===== src/rtl/alu_arbiter_ctrl.sv =====
// Round-robin front end that shares one combinational ALU between two requesters.
// Operands are launched from registers and the result is returned with a valid/ready handshake.
module alu_arbiter_ctrl #(
    parameter int W  = 8,
    parameter int SW = 3
) (
    input  logic          clk,
    input  logic          rst_n,
    input  logic          req0,
    input  logic [W-1:0]  a0,
    input  logic [W-1:0]  b0,
    input  logic [SW-1:0] sel0,
    output logic          gnt0,
    input  logic          req1,
    input  logic [W-1:0]  a1,
    input  logic [W-1:0]  b1,
    input  logic [SW-1:0] sel1,
    output logic          gnt1,
    output logic [W-1:0]  alu_a,
    output logic [W-1:0]  alu_b,
    output logic [SW-1:0] alu_sel,
    input  logic [W-1:0]  alu_out,
    output logic          res_valid,
    output logic [W-1:0]  res_data,
    output logic          res_id,
    input  logic          res_ready,
    output logic          busy
);

    typedef enum logic [1:0] {
        IDLE = 2'd0,
        EXEC = 2'd1,
        DONE = 2'd2
    } state_t;

    state_t state;
    logic   last;
    logic   pend_id;
    logic   any_req;
    logic   winner;
    logic   launch;

    // On a tie the requester that did not win last time goes first.
    assign any_req = req0 | req1;
    assign winner  = (req0 && req1) ? ~last : req1;

    // A new operation starts from IDLE, or straight out of DONE when the result is taken.
    assign launch = any_req && ((state == IDLE) || (state == DONE && res_ready));

    assign busy = (state != IDLE);

    // NOTE: all state is updated with non-blocking assignments so every register
    // samples pre-edge values, regardless of statement order in this block.
    always_ff @(posedge clk or negedge rst_n) begin
        if (!rst_n) begin
            state     <= IDLE;
            gnt0      <= 1'b0;
            gnt1      <= 1'b0;
            alu_a     <= '0;
            alu_b     <= '0;
            alu_sel   <= '0;
            res_valid <= 1'b0;
            res_data  <= '0;
            res_id    <= 1'b0;
            pend_id   <= 1'b0;
            last      <= 1'b1;
        end else begin
            gnt0 <= 1'b0;
            gnt1 <= 1'b0;

            if (launch) begin
                gnt0    <= ~winner;
                gnt1    <= winner;
                alu_a   <= winner ? a1 : a0;
                alu_b   <= winner ? b1 : b0;
                alu_sel <= winner ? sel1 : sel0;
                pend_id <= winner;
                last    <= winner;
            end

            case (state)
                IDLE: begin
                    if (any_req) begin
                        state <= EXEC;
                    end
                end
                EXEC: begin
                    res_data  <= alu_out;
                    res_id    <= pend_id;
                    res_valid <= 1'b1;
                    state     <= DONE;
                end
                DONE: begin
                    if (res_ready) begin
                        res_valid <= 1'b0;
                        state     <= any_req ? EXEC : IDLE;
                    end
                end
                default: begin
                    state <= IDLE;
                end
            endcase
        end
    end

endmodule

===== config.mk =====
export PLATFORM = sky130hd
export DESIGN_NAME = alu_arbiter_ctrl
export DESIGN_NICKNAME = d
export VERILOG_FILES = /design/src/rtl/alu_arbiter_ctrl.sv
export SDC_FILE = /design/constraint.sdc
export NUM_CORES = 1
export LEC_CHECK = 0
export ABC_AREA = 1
export CAP_MARGIN = 30
export CELL_PAD_IN_SITES_DETAIL_PLACEMENT = 1
export CELL_PAD_IN_SITES_GLOBAL_PLACEMENT = 1
export CORE_UTILIZATION = 25
export DETAILED_ROUTE_END_ITERATION = 7
export GPL_TIMING_DRIVEN = 0
export PLACE_DENSITY = 0.77
export SLEW_MARGIN = 20
export SYNTH_ARGS = -nofsm -noshare
export SYNTH_HDL_FRONTEND = slang
export SYNTH_SLANG_ARGS = --single-unit

===== constraint.sdc =====
create_clock -name clk -period 1 [get_ports clk]
set_input_delay 0.2 -clock clk [delete_from_list [all_inputs] [get_ports clk]]
set_output_delay 0.2 -clock clk [all_outputs]
set_load 0.005 [all_outputs]

== After elaboration in Yosys (flattened, before gate mapping) ==
Cells that the tools add are included.
Widths: inputs -> output; s select.

* Input bits: 51
* Register bits after elaboration: 35
* Word-level logic and storage cells: 39
* Output and inout bits: 32

* Eq/ne operators: 4
* Bitwise operators: 3
* Reductions and logical operators: 9
* Mux-type cells: 12

{| class="wikitable"
|+ Operator list
! operator !! count
|-
| $mux 8 || 2
|-
| $pmux 2 s3 || 1
|-
| $mux 1 || 5
|-
| $mux 2 || 2
|-
| $ne 2x2->1 const B || 2
|-
| $reduce_and 2->1 || 2
|-
| $reduce_bool 2->1 || 2
|-
| $logic_and 1x1->1 || 3
|-
| $mux 3 || 1
|-
| $eq 2x1->1 const B || 1
|-
| $eq 2x2->1 const B || 1
|-
| $logic_not 2->1 || 1
|-
| $not 1->1 || 2
|-
| $pmux 1 s2 || 1
|-
| $logic_or 1x1->1 || 1
|-
| $or 1x1->1 || 1
|}

== Logic depth before layout (Yosys ltp) ==
* Depth in word-level cells: 5
* Gate-level depth with buffers: 7
* Depth with buffers taken out: 6

== Worst setup path before layout ==
Ideal clock, no wire load.

* Path type: flip-flop to flip-flop
* Start: register last
* End: register alu_a[0]
* Library setup time: 0.117 ns
* Period minus slack after synthesis: 1.127 ns
* Data arrival time: 1.010 ns
* Stages on the path, launching flop included: 8
* Path buffers: 2
* Setup slack: -0.127 ns
* Required time: 0.883 ns
* Cells stage by stage: dfstp_2 -> nand2_1 -> buf_6 -> buf_6 -> nand3_1 -> nand2_1 -> nand2_1 -> nand2_1

* Longest elaborated chain between the ends: 3

{| class="wikitable"
|+ Ends and longest elaborated chain
! item !! line !! text
|-
| from (decl) || 37 || <nowiki>logic last;</nowiki>
|-
| from (signal assigned) || 78 || <nowiki>last <= winner;</nowiki>
|-
| $not 1->1 || 45 || <nowiki>assign winner = (req0 && req1) ? ~last : req1;</nowiki>
|-
| $mux 1 || 45 ||
|-
| $mux 8 || 74 || <nowiki>alu_a <= winner ? a1 : a0;</nowiki>
|-
| to (signal assigned) || 74 ||
|-
| to (decl) || 19 || <nowiki>output logic [W-1:0] alu_a,</nowiki>
|}

Every way passes these cells.
A chain may end at the register's enable or synchronous reset.

== Final worst setup path ==
* Start: register last
* End: register alu_a[1]

Same word-level chain as after synthesis.

==> impl_metrics.csv <==
group,metric,value,unit
outcome,outcome,"complete, but fails checks",
outcome,violations,"negative setup slack",
floorplanning,die_h,83.3,µm
routing,routed_via_density,4.44,
routing,drtAntennaViolNets,0,
global_routing,use_met3,3.68,%
routing,wl_per_cell,14.0,µm
synthesis,ys_warn_count,0,
timing,tightest_slew,0.260,ns
floorplanning,die_area,6950,µm²
setup_path,cp.required,1.19,ns
placed_design,hpwl,3.61,mm
timing,setup_slack,-0.239,ns
setup_path,rr_endpoint,"alu_a[1]",
synthesis,synth_cells,212,
floorplanning,die_x,83.3,µm
synthesis,synth-xor-area-share,0,%
global_routing,grt_max_degree,27,
floorplanning,initial_utilization,25.9,%
setup_path,cp-end-kind,"flop",
pwr,totalPowerFinal,7.54,mW
flow_run,drv_cap,0,
floorplanning,core_area,6390,µm²
placed_design,portBuffers,82,
pwr,power.leakage,1.60,nW
cts,clkLatencyLatePin,0.29,ns
setup_path,rr_worst_depth,7,
routing,drt_iter0_markers,49,
routing,drtPass1Iterations,4,
synthesis,synth_area_per_cell,7.80,µm²
synthesis,syn-cell-area,1650,µm²
timing,rsz0062_at_grt,"yes",
min_path,hold_class,"in2async",
setup_path,crit_arrival,1.42,ns
cts,clk_pin_slew,0.08,ns
cts,root_buffer,"clkbuf_8",
finish,area_growth,81.7,%
synthesis,syn_nets,263,
synthesis,synth.area.mux_share,0,%
synthesis,synth_fa_ha_area_share,0,%
floorplanning,rows,29,
finish,utilization,47.1,%
timing,fin_crit,1.24,ns
timing,max-slew-margin-rel,82.7,%
global_routing,use_met1,19.0,%
setup_path,r2r_setup_slack,-0.24,ns
pwr,irDropWorstVdd,0.00115,V
timing,clock_skew,0.00719,ns
finish,final_net_count,383,
pwr,p_per_area,2510,nW/µm²
floorplanning,io_pins,83,
synthesis,yosysTopAreaCellShare,51.4,%
global_routing,gr-total-overflow,0,
routing,vias,1821,
synthesis,ys_seq_area_share,53.0,%
cts,ctsHtreeMaxLevel,2,
timing,slew_violations,0,
routing,wirelength,5.74,mm
synthesis,synth-simple-area-share,38.6,%
global_routing,track_usage,16.4,%
cts,cts_tree,"built",
timing,fmax,807,MHz
global_routing,grt_pass1_vias,1938,
synthesis,yosys.area.top_type,"dfrtp_1",
synthesis,yosys-top-cells-area,"dfrtp_1 51%, nand2_1 28%, nand3_1 8.8%",
timing,holdWs,0.300,ns
cts,numCtsBuffers,5,
placed_design,routabilityCongestion,0.686,
cts,clock-sinks,35,
timing,finalSetupViolations,46,
setup_path,r2r_start,"last",
timing,period_share,124,%
timing,setup_tns,-5.19,ns
global_routing,grt_pass1_wl,9.08,mm
synthesis,synth_top_family_by_area,"simple AND/OR/NAND/NOR gates",
setup_path,setup.worst_path.start_class,"flop",
synthesis,synth_compound_area_share,1.13,%
global_routing,antenna_found_initial,0,
setup_path,critPathMaxFanout,5,
setup_path,path_class,"reg2reg",
global_routing,grt_busiest_layer,"met2",
synthesis,synth.distinct_cells,16,
timing,hold_viol,0,
synthesis,yosys_register_bits,35,
finish,drive_gt1_share,35.1,%
global_routing,gr-usage-met2,29.9,%
finish,antenna_cells,0,
cts,cts_buffer_depth,2,
routing,drc_errors,0,
kinds of logic (layout without fill, tap and decap cells):
kind of cell / after synthesis / in the layout
and+or+nand+nor: 157 / 157
DFF: 35 / 35
buffers and inverters: 17 / 138
AOI/OAI and AO/OA: 3 / 3
routing by layer:
metal / share of wire [%] / up-vias
met5: 0 / -
met4: 0.87 / 0
met3: 4.2 / 6
met2: 52 / 42
met1: 43 / 875
li1: - / 898
per-stage QoR:
step           cells  instance area, µm²  setup slack [ns]
6_report         410                3010            -0.239
3_3_place_gp     371                2580             -1.05
5_1_grt          410                3010            -0.307
2_1_floorplan    212                1660            -0.114
4_1_cts          395                2800            -0.213
3_5_place_dp     372                2600            -0.480
worst max-delay path: stages (launching register included):
cell and delay, ns:
dfstp_2 0.56, nand2_4 0.06, buf_8 0.15, buf_8 0.13, nand3_2 0.05, nand2_1 0.05
nand2_1 0.07, nand2_1 0.05
cells in the mapped netlist:
library cell and n:
buf_2 3, dfrtp_1 34, nor2_2 1, o2bb2ai_1 1
dfstp_2 1, nand3_1 29, buf_4 4, nand2_1 122
nor2_1 3, nand2_2 1, o21ai_1 1, o21ai_0 1
inv_1 2, nor2_4 1, inv_2 3, buf_6 5
timing repair:
action | in CTS | in global routing
gates cloned | 3 | 1
hold buffers | 1 | 0
endpoints found under the hold margin | 9 | 0
pin swaps | 20 | 18
setup buffers | 11 | 14
gates resized for setup | 155 | 25
setup endpoints to repair | 65 | 66
final cells by class:
cell class,count,area (µm²)
Sequential cell,35,878
Clock buffer,5,68.8
Buffer,12,139
Clock inverter,3,43.8
Timing Repair Buffer,113,960
Inverter,5,18.8
Tap cell,77,96.3
Fill cell,759,3380
Multi-Input combinational cell,160,801
power by group:
group	internal (mW)	switching, mW
Clock	0.742	0.547
Combinational	2.03	1.75
Sequential	2.08	0.384
Total	4.85	2.68
cell usage in the layout (no fill, tap or decap), types with 2 or more instances in the layout:
cell type	count
nor2_1	2
buf_6	15
inv_2	3
inv_1	2
buf_4	22
nand2_2	3
nand3_1	11
buf_2	32
dfrtp_1	33
nand2_1	116
nor2_4	2
buf_12	2
clkbuf_8	5
buf_8	2
nand2_4	4
clkdlybuf4s50_1	48
nand3_2	17
registers in the layout (all words and copies together), names as in the netlist, 2 cells and up:
signal / flops
res_data: 8
alu_sel: 3
alu_a: 8
alu_b: 8
state: 2
how the worst max path moves through the flow:
stage                     startpoint          to  cells after the start
after floorplan                 last    alu_a[0]                      7
after global placement         rst_n  alu_sel[1]                      1
after detailed placement        req0    alu_b[2]                      8
after CTS                       last    alu_a[1]                      7
after global routing            last  alu_sel[1]                      7
final                           last    alu_a[1]                      7
(Power assumes the default switching activity.)
